===== src/rtl/tcu_drl_acc_sched.sv =====
// Accumulation sequencer for the FEDP datapath: splits one dot-product request
// into (N-1)-wide product steps and folds each step's sum into a running result.
// Optional perf counters are enabled with `define TCU_ACC_SCHED_PERF_EN.
module tcu_drl_acc_sched #(
  parameter int N    = 5,
  parameter int W    = 26,
  parameter int WA   = 30,
  parameter int LAT  = 1,
  parameter int LENW = 8
) (
  input  logic                 clk,
  input  logic                 reset_n,
  input  logic                 in_valid,
  output logic                 in_ready,
  input  logic [31:0]          in_req_id,
  input  logic [LENW-1:0]      in_len,
  input  logic [W-1:0]         in_c,
  input  logic                 prod_valid,
  output logic                 prod_ready,
  input  logic [(N-1)*W-1:0]   prod_sigs,
  input  logic [N-2:0]         prod_sticky,
  output logic                 acc_valid,
  output logic [31:0]          acc_req_id,
  output logic [N-2:0]         acc_lane_mask,
  output logic [N*W-1:0]       acc_sigs,
  output logic [N-1:0]         acc_sticky,
  input  logic [WA-1:0]        acc_sig_out,
  input  logic                 acc_sticky_out,
  output logic                 out_valid,
  input  logic                 out_ready,
  output logic [31:0]          out_req_id,
  output logic [WA-1:0]        out_sig,
  output logic                 out_sticky
`ifdef TCU_ACC_SCHED_PERF_EN
  ,
  output logic [31:0]          perf_busy,
  output logic [31:0]          perf_stall
`endif
);

  localparam int PL = N - 1;
  localparam int CW = (LAT < 2) ? 1 : $clog2(LAT + 1);
  localparam logic [LENW:0] PL_V  = (LENW+1)'(PL);
  localparam logic [LENW:0] ONE_V = (LENW+1)'(1);
  localparam logic [CW-1:0] LAT_V = CW'(LAT);
  localparam logic [CW-1:0] CNT_ONE = CW'(1);

  typedef enum logic [1:0] {
    S_IDLE  = 2'd0,
    S_ISSUE = 2'd1,
    S_WAIT  = 2'd2,
    S_DONE  = 2'd3
  } state_t;

  state_t          r_state;
  state_t          w_next;
  logic [31:0]     r_id;
  logic [W-1:0]    r_c;
  logic            r_len0;
  logic            r_first;
  logic [LENW:0]   r_steps_left;
  logic [LENW:0]   r_rem;
  logic [CW-1:0]   r_wait_cnt;
  logic [WA-1:0]   r_sum;
  logic            r_sticky;

  logic [LENW:0]   w_len_ext;
  logic [LENW:0]   w_steps_raw;
  logic [LENW:0]   w_steps;
  logic [LENW:0]   w_rem;
  logic            w_accept;
  logic            w_issue;
  logic            w_capture;
  logic            w_last;
  logic [PL-1:0]   w_mask;

  // Step count and last-step remainder for the request being offered.
  always_comb begin
    w_len_ext   = {1'b0, in_len};
    w_steps_raw = (w_len_ext + PL_V - ONE_V) / PL_V;
    if (w_steps_raw == (LENW+1)'(0)) begin
      w_steps = ONE_V;
    end else begin
      w_steps = w_steps_raw;
    end
    w_rem = w_len_ext - ((w_steps - ONE_V) * PL_V);
  end

  // Handshake and step-event decode.
  always_comb begin
    w_accept = (r_state == S_IDLE) && in_valid;
    w_issue  = (r_state == S_ISSUE) && (r_len0 || prod_valid);
    w_last   = (r_steps_left == ONE_V);
    if (LAT == 0) begin
      w_capture = w_issue;
    end else begin
      w_capture = (r_state == S_WAIT) && (r_wait_cnt == CNT_ONE);
    end
  end

  // Lane mask: full except on the last step, which keeps only the low r_rem lanes.
  always_comb begin
    w_mask = {PL{1'b1}};
    for (int i = 0; i < PL; i++) begin
      if (w_last) begin
        w_mask[i] = ((LENW+1)'(i) < r_rem);
      end else begin
        w_mask[i] = 1'b1;
      end
    end
  end

  // FSM state register.
  always_ff @(posedge clk or negedge reset_n) begin
    if (!reset_n) begin
      r_state <= S_IDLE;
    end else begin
      r_state <= w_next;
    end
  end

  // FSM next state; with LAT=0 the capture lands in ISSUE and WAIT is skipped.
  always_comb begin
    w_next = r_state;
    case (r_state)
      S_IDLE: begin
        if (w_accept) begin
          w_next = S_ISSUE;
        end else begin
          w_next = S_IDLE;
        end
      end
      S_ISSUE: begin
        if (w_issue && w_capture) begin
          w_next = w_last ? S_DONE : S_ISSUE;
        end else if (w_issue) begin
          w_next = S_WAIT;
        end else begin
          w_next = S_ISSUE;
        end
      end
      S_WAIT: begin
        if (w_capture) begin
          w_next = w_last ? S_DONE : S_ISSUE;
        end else begin
          w_next = S_WAIT;
        end
      end
      S_DONE: begin
        if (out_ready) begin
          w_next = S_IDLE;
        end else begin
          w_next = S_DONE;
        end
      end
      default: w_next = S_IDLE;
    endcase
  end

  // FSM outputs; datapath lanes are zeroed outside ISSUE.
  always_comb begin
    in_ready   = (r_state == S_IDLE);
    prod_ready = (r_state == S_ISSUE) && !r_len0;
    acc_valid  = w_issue;
    acc_req_id = r_id;
    out_valid  = (r_state == S_DONE);
    out_req_id = r_id;
    out_sig    = r_sum;
    out_sticky = r_sticky;
    if (r_state == S_ISSUE) begin
      acc_lane_mask = w_mask;
      acc_sticky    = {1'b0, prod_sticky};
      if (r_first) begin
        acc_sigs = {r_c, prod_sigs};
      end else begin
        acc_sigs = {{W{1'b0}}, prod_sigs};
      end
    end else begin
      acc_lane_mask = {PL{1'b0}};
      acc_sticky    = {N{1'b0}};
      acc_sigs      = {(N*W){1'b0}};
    end
  end

  // Request context, step bookkeeping and the wrapping running sum.
  always_ff @(posedge clk or negedge reset_n) begin
    if (!reset_n) begin
      r_id         <= 32'd0;
      r_c          <= {W{1'b0}};
      r_len0       <= 1'b0;
      r_first      <= 1'b0;
      r_steps_left <= {(LENW+1){1'b0}};
      r_rem        <= {(LENW+1){1'b0}};
      r_wait_cnt   <= {CW{1'b0}};
      r_sum        <= {WA{1'b0}};
      r_sticky     <= 1'b0;
    end else begin
      if (w_accept) begin
        r_id         <= in_req_id;
        r_c          <= in_c;
        r_len0       <= (in_len == {LENW{1'b0}});
        r_first      <= 1'b1;
        r_steps_left <= w_steps;
        r_rem        <= w_rem;
        r_sum        <= {WA{1'b0}};
        r_sticky     <= 1'b0;
      end
      if (w_issue) begin
        r_first    <= 1'b0;
        r_wait_cnt <= LAT_V;
      end else if ((r_state == S_WAIT) && (r_wait_cnt != {CW{1'b0}})) begin
        r_wait_cnt <= r_wait_cnt - CNT_ONE;
      end
      if (w_capture) begin
        r_sum        <= r_sum + acc_sig_out;
        r_sticky     <= r_sticky | acc_sticky_out;
        r_steps_left <= r_steps_left - ONE_V;
      end
    end
  end

`ifdef TCU_ACC_SCHED_PERF_EN
  logic [31:0] r_perf_busy;
  logic [31:0] r_perf_stall;

  // Free-running busy and stall counters; both wrap.
  always_ff @(posedge clk or negedge reset_n) begin
    if (!reset_n) begin
      r_perf_busy  <= 32'd0;
      r_perf_stall <= 32'd0;
    end else begin
      if (r_state != S_IDLE) begin
        r_perf_busy <= r_perf_busy + 32'd1;
      end
      if (((r_state == S_ISSUE) && !prod_valid) || ((r_state == S_DONE) && !out_ready)) begin
        r_perf_stall <= r_perf_stall + 32'd1;
      end
    end
  end

  assign perf_busy  = r_perf_busy;
  assign perf_stall = r_perf_stall;
`endif

endmodule


===== config.mk =====
export PLATFORM = sky130hd
export DESIGN_NAME = tcu_drl_acc_sched
export DESIGN_NICKNAME = d
export VERILOG_FILES = /design/src/rtl/tcu_drl_acc_sched.sv
export SDC_FILE = /design/constraint.sdc
export NUM_CORES = 1
export LEC_CHECK = 0
export CAP_MARGIN = 0
export CORE_AREA = 8 8 166 168
export CTS_CLUSTER_SIZE = 14
export DETAILED_ROUTE_END_ITERATION = 12
export DIE_AREA = 0 0 174 176
export PLACE_DENSITY = 0.75
export SLEW_MARGIN = 30
export SYNTH_ARGS = -nofsm -noshare
export SYNTH_HDL_FRONTEND = slang
export SYNTH_SLANG_ARGS = --single-unit

===== constraint.sdc =====
create_clock -name clk -period 3.2 [get_ports clk]
set_clock_uncertainty 0.05 [all_clocks]
set_input_delay 0.64 -clock clk [delete_from_list [all_inputs] [get_ports clk]]
set_output_delay 0.64 -clock clk [all_outputs]
set_load 0.02 [all_outputs]

==> results of run 1 <==
-- kinds of logic after synthesis --
family / Yosys count / synth area share
buf+inv: 95 / 0.0656
flops: 112 / 0.381
compound gates: 158 / 0.135
fa+ha+maj: 39 / 0.0683
xor+xnor: 35 / 0.0416
mux: 2 / 0.00272
other cells: 1 / 0.000509
simple gates: 466 / 0.305
-- critical path: cells and delay by family --
family | cells | cell delay (ps)
fa+ha+maj | 2 | 650
xor+xnor | 1 | 130
buf+inv | 1 | 120
simple gates | 5 | 1210
compound gates | 5 | 590
-- flip-flops by register name, summed over array words and instances (netlist names) --
register,cells
r_c,26
r_len0,1
r_state,2
out_sticky,1
r_rem,9
r_steps_left,9
r_first,1
acc_req_id,32
r_wait_cnt,1
out_sig,30
-- power groups by stage --
| stage | logic [mW] | registers [mW] | clock network [mW] |
|---|---|---|---|
| after CTS | 7.35 | 2.55 | 1.20 |
| after floorplan | 3.69 | 2.78 | 0 |
| after global routing | 7.87 | 2.64 | 1.26 |
| after global placement | 7.19 | 2.54 | 0 |
| final | 7.30 | 2.55 | 1.16 |
| after detailed placement | 7.29 | 2.57 | 0 |
-- Yosys cell counts (4+ instances only) --
cell type and instances:
nor2b_1 4, a21oi_1 38, dfrtp_1 112, ha_1 37, nor4_1 5, a21o_1 19
and2_1 112, o21bai_1 7, clkbuf_1 46, a31oi_1 5, nor2_1 32, nand2_1 238
o21ai_0 48, buf_4 33, o211ai_1 9, nand4_1 9, nor3_1 5, xor2_1 13
and3_1 29, inv_1 13, nand3_1 11, nand2b_1 6, xnor2_1 22
-- timing repair --
| item | 4_1_cts | 5_1_grt |
|---|---|---|
| pin swaps | 2 | 13 |
| setup endpoints to repair | 6 | 9 |
| setup buffers | 1 | 3 |
| cloned | 0 | 0 |
| gates resized for setup | 5 | 23 |
-- metrics by stage --
stage	area, um2	hold WS (ps)	cells	total power, mW	worst slack [ps]
2_1_floorplan	7380	294	908	6.46	-88.2
3_3_place_gp	12500	400	1678	9.73	-612
3_5_place_dp	12500	408	1678	9.86	-672
4_1_cts	12800	233	1695	11.1	-2.84
5_1_grt	12900	247	1705	11.8	-33.7
6_report	12900	223	1705	11.0	51.5
-- metal layers --
metal | routed length, um | vias up | global-route usage
met5 | 0 | - | 0
met4 | 518 | 0 | 0.0534
met3 | 1980 | 28 | 0.0504
met2 | 16300 | 261 | 0.357
met1 | 12400 | 3809 | 0.219
li1 | - | 3909 | -
-- how the worst max path moves through the flow --
stage	endpoint	startpoint	slack, ps	cells after the start
after floorplan	r_rem[8]$_DFFE_PN0P_	in_len[1]	-90	13
after global placement	r_rem[8]$_DFFE_PN0P_	in_len[1]	-610	14
after detailed placement	r_rem[8]$_DFFE_PN0P_	in_len[1]	-670	15
after CTS	r_rem[8]$_DFFE_PN0P_	in_len[1]	-3	15
after global routing	r_rem[8]$_DFFE_PN0P_	in_len[3]	-30	13
final	r_rem[8]$_DFFE_PN0P_	in_len[1]	50	14
-- final cells by class --
class	instances	area share
Timing Repair Buffer	526	0.398
Antenna cell	7	0.00136
Clock buffer	11	0.0196
Sequential cell	112	0.218
Multi-Input combinational cell	701	0.323
Clock inverter	5	0.00388
Tap cell	330	0.0320
Inverter	13	0.00379
==> qor.txt, run 1 <==
First-pass GRT wire length: 47,100 um
Synth-to-layout area growth: 75.0%
R2R cell count: 10
Min-delay worst type: input port to asynchronous set/reset pin
Minimum clock period: 3150 ps
Register Area: 2800 um2
CTS tree: done
Via Count: 8,007
Net Sw Power: 4.92 mW
Total track usage: 0.194
Internal power: 6.08 mW
Die area: 30,600 um2
CTS Hold Bufs: 0
Synth Instances: 908
Max-Cap Viols: 0
Most frequent cells in the layout: clkdlybuf4s50_1 (441), nand2_1 (237), dfrtp_1 (112)
EDFF count, synth: 0
Worst vdd ir: 0.428 mV
RSZ-0062 raised after global routing: true
FMAX: 0.318 GHz
Share of layout cells above drive strength 1: 0.0936
Clock network fraction of design power: 0.105
Total negative slack: 0 ps
HPWL after detailed placement: 25,500 um
Starting Density: 0.297
Final #Nets: 1,612
Clock latency on the worst-skew pair: 350 ps
Gr ovfl total: 0
Crit Path Max Fanout: 5
Number of distinct library cells after synthesis: 56
Final Util: 0.519
Core area: 24,800 um2
Fraction of registers with async set/reset: 1.00
Comb pwr share: 0.663
CTS buffer count: 9
Vias in the first global route: 7,964
IO Count: 448
Worst flop-to-flop path startpoint: out_sig[12]$_DFFE_PN0P_
DRT antenna net count: 0
Critical path type: input port to register
Filler cells: 2,301
Crit. End Element: register
Max H-tree Level: 3
CTS Sinks: 112
Die W: 174 um
Mapped cell area: 7360 um2
Synth warn: 0
Top post-synthesis cells by area: dfrtp_1 (38%), nand2_1 (12%), and2_1 (9.5%)
CTS root buf: clkbuf_16
Final Slew Violations: 0
Post-synth top area share: 0.381
Mapped Nets: 1,157
Final Hold Violating Endpoints: 0
RD Place Congestion: 0.938
P per Cell Area: 854 nW/um2
Leakage power: 5.81 nW
Clock Path Buffers: 2
Initial antenna violation count: 7
Worst slew margin: 0.463
Post-synth top area cell: dfrtp_1
Net Sw Frac: 0.447
Critical-path top delay cell: or3_4
Commonest non-fill, non-tap cell in the layout: clkdlybuf4s50_1
Final count of negative-setup-slack endpoints: 0
Largest stage delay, worst path: 410 ps
Reg2reg end: out_sig[29]$_DFFE_PN0P_
Number of synthesized register bits: 112
Worst Setup Start Kind: input port
Status: completed
FP Rows: 58
Footprint of the multi-input gates: 4170 um2
Register area share after synthesis: 0.381
Sequential power share: 0.232
IO Port Bufs: 446
Ys flop type: dfrtp_1
Syn avg cell area: 8.11 um2
Worst-Margin Slew: 805 ps
Total wire length: 31,200 um
Tcrit/Tclk final: 0.984
Clock transition at path regs: 80 ps
Critical path arrival: 3340 ps
Crit-path cells: clkbuf_2, or3_4, or3_4, nor4_4, a21oi_2, ha_4, fa_2, a21oi_2, nor2_1, nor2_1, o21bai_1, a21oi_1, xnor2_1, o21ai_1
Drt pass-1 iters: 4
Wirelength per Cell: 18.3 um
R2R setup slack: 420 ps
Largest net degree at the start of global routing: 70
DRC violations left: 0
Routed vias/inst: 4.70
Worst Path Required: 3390 ps
Die height: 176 um
Initial DRC count: 399
No activity file was read; power rests on OpenSTA's default activity.
==> run 2, diff against run 1 <==
--- a/config.mk
+++ b/config.mk
@@ -10,7 +10,7 @@
 export CTS_CLUSTER_SIZE = 14
 export DETAILED_ROUTE_END_ITERATION = 12
 export DIE_AREA = 0 0 174 176
-export PLACE_DENSITY = 0.75
+export PLACE_DENSITY = 0.78
 export SLEW_MARGIN = 30
 export SYNTH_ARGS = -nofsm -noshare
 export SYNTH_HDL_FRONTEND = slang
==> constraint.sdc (replaced) <==
create_clock -name clk -period 2.7 [get_ports clk]
set_clock_uncertainty 0.05 [all_clocks]
set_input_delay 0.54 -clock clk [delete_from_list [all_inputs] [get_ports clk]]
set_output_delay 0.54 -clock clk [all_outputs]
set_load 0.02 [all_outputs]
==> run 2 against run 1 <==
  * The flow now finishes with violations (negative setup slack)
  * Non-clock buffer count grew 34
  * Via count grew 5.1%
  * First-iteration DRC count grew 55%
  * Global-route usage grew 1.1 points
  * Clock-buffer cell count shrank 2
  * Die area is the same
  * Largest cell class unchanged
==> qor.txt, run 2 (same netlist as run 1, synthesis figures left out) <==
Status: finished, violations left
Failing checks: negative setup slack
Final count of negative-setup-slack endpoints: 4
Drt pass-1 iters: 5
Layout Cells excl Fill: 1,742
DRC violations left: 0
Worst-Margin Slew: 505 ps
HPWL after detailed placement: 26,100 um
Initial antenna violation count: 12
IO Count: 448
P per Cell Area: 995 nW/um2
Wirelength per Cell: 19.7 um
Total track usage: 0.205
CP startpoint: in_len[0]
Clock Path Buffers: 2
Final Hold Violating Endpoints: 0
HP Start: r_c[10]$_DFFE_PN0P_
Hold Path Stages: 2
Clock transition at path regs: 80 ps
Minimum clock period: 2960 ps
FMAX: 0.337 GHz
Final #Nets: 1,646
Critical path type: input port to register
Wire length on met3: 2300 um
Die height: 176 um
Via Count: 8,419
Commonest non-fill, non-tap cell in the layout: clkdlybuf4s50_1
Dpl cells: 1,691
Largest net degree at the start of global routing: 71
Crit Path Max Fanout: 3
Most frequent cells in the layout: clkdlybuf4s50_1 (304), nand2_1 (237), dfrtp_1 (112)
IO Port Bufs: 446
RD Place Congestion: 0.939
Max H-tree Level: 3
Critical path arrival: 3130 ps
Die W: 174 um
Vias in the first global route: 8,297
Total negative slack: -630 ps
Core area: 24,800 um2
Final Slew Violations: 0
Leakage power: 7.06 nW
CTS Sinks: 112
Initial DRC count: 620
First-pass GRT wire length: 49,500 um
Filler cells: 2,241
CTS tree: done
Gr ovfl total: 0
Highest Signal Layer: met5
Crit. End Element: register
FP Rows: 58
Total wire length: 34,300 um
Worst vdd ir: 0.529 mV
DRT antenna net count: 0
Share of layout cells above drive strength 1: 0.141
CTS root buf: clkbuf_16
Max reg flops: 32
CTS buffer count: 9
M1 wire length: 13,400 um
Routed length on met2: 17,400 um
Synth-to-layout area growth: 83.5%
RSZ-0062 raised after global routing: true
Max-Cap Viols: 0
Starting Density: 0.297
Register Area: 2800 um2
Footprint of the multi-input gates: 4470 um2
Worst flop-to-flop path startpoint: out_sig[0]$_DFFE_PN0P_
Routed vias/inst: 4.83
R2R cell count: 12
Final worst slack: -265 ps
Final instance area: 13,500 um2
Worst Setup Start Kind: input port
Clock latency on the worst-skew pair: 360 ps
Min-delay worst type: register to register
Worst Path Required: 2870 ps
Worst slew margin: 0.662
DP Area: 12,600 um2
Tcrit/Tclk final: 1.10
Die area: 30,600 um2
## run 2: where the power goes
| group | switching (mW) | total, mW | leakage [nW] | internal, mW |
|---|---|---|---|---|
| sequential | 0.568 | 2.97 | 1.42 | 2.40 |
| combinational | 4.95 | 9.17 | 5.51 | 4.22 |
| clock | 0.682 | 1.32 | 0.130 | 0.636 |
| total | 6.20 | 13.5 | 7.06 | 7.25 |
## run 2: path summary, 6_finish.rpt
| path | endpoint | slack [ps] |
|---|---|---|
| worst max-delay path | r_rem[8]$_DFFE_PN0P_ | -260 |
| worst min-delay path | r_c[10]$_DFFE_PN0P_ | 420 |
| worst max register to register | out_sig[28]$_DFFE_PN0P_ | 120 |
| worst min register to register | r_c[10]$_DFFE_PN0P_ | 420 |
| max in group asynchronous | r_c[4]$_DFFE_PN0P_ | 1370 |
| min in group asynchronous | out_sig[18]$_DFFE_PN0P_ | 510 |
## run 2: layout make-up
| class | instances | share of cell area |
|---|---|---|
| multi-input combinational | 701 | 0.331 |
| sequential | 112 | 0.207 |
| inverter | 13 | 0.00361 |
| clock buffer | 9 | 0.0167 |
| antenna | 10 | 0.00185 |
| timing repair buffer | 560 | 0.405 |
| tap | 330 | 0.0306 |
| clock inverter | 7 | 0.00417 |
## run 2: worst max-delay path, stage by stage
cell      delay (ps)
buf_6            100
or3_4            380
or3_4            360
nor4_4           200
a21oi_2           90
ha_4             190
or4b_4           210
o21ai_2           50
xnor2_1          120
ha_1             320
inv_2             80
o21bai_1          80
a21oi_1          200
xnor2_1          140
o21ai_1           70
## run 2: through the flow
step | utilization | setup WS, ps | total power, mW | hold slack, ps
2_1_floorplan | - | -488 | 7.66 | 194
3_3_place_gp | 0.506 | -1030 | 11.6 | 338
3_5_place_dp | 0.506 | -1150 | 11.8 | 337
4_1_cts | 0.526 | -338 | 13.2 | 414
5_1_grt | 0.545 | -330 | 14.3 | 428
6_report | 0.545 | -265 | 13.5 | 419
## run 2: metal layers
| layer | track usage | vias to the layer above |
|---|---|---|
| met3 | 0.0558 | 64 |
| met2 | 0.354 | 357 |
| met1 | 0.236 | 3996 |
| li1 | - | 3998 |
| met4 | 0.0887 | 4 |
| met5 | 0 | - |
## run 2: repair_timing
item                                    in CTS  in global routing
setup buffers                               11                 12
endpoints found under the setup margin      75                 77
hold endpoints to repair                     8                  0
gates cloned                                 2                  2
pin swaps                                   32                 50
gates resized for setup                    137                 95
hold buffers                                 1                  0
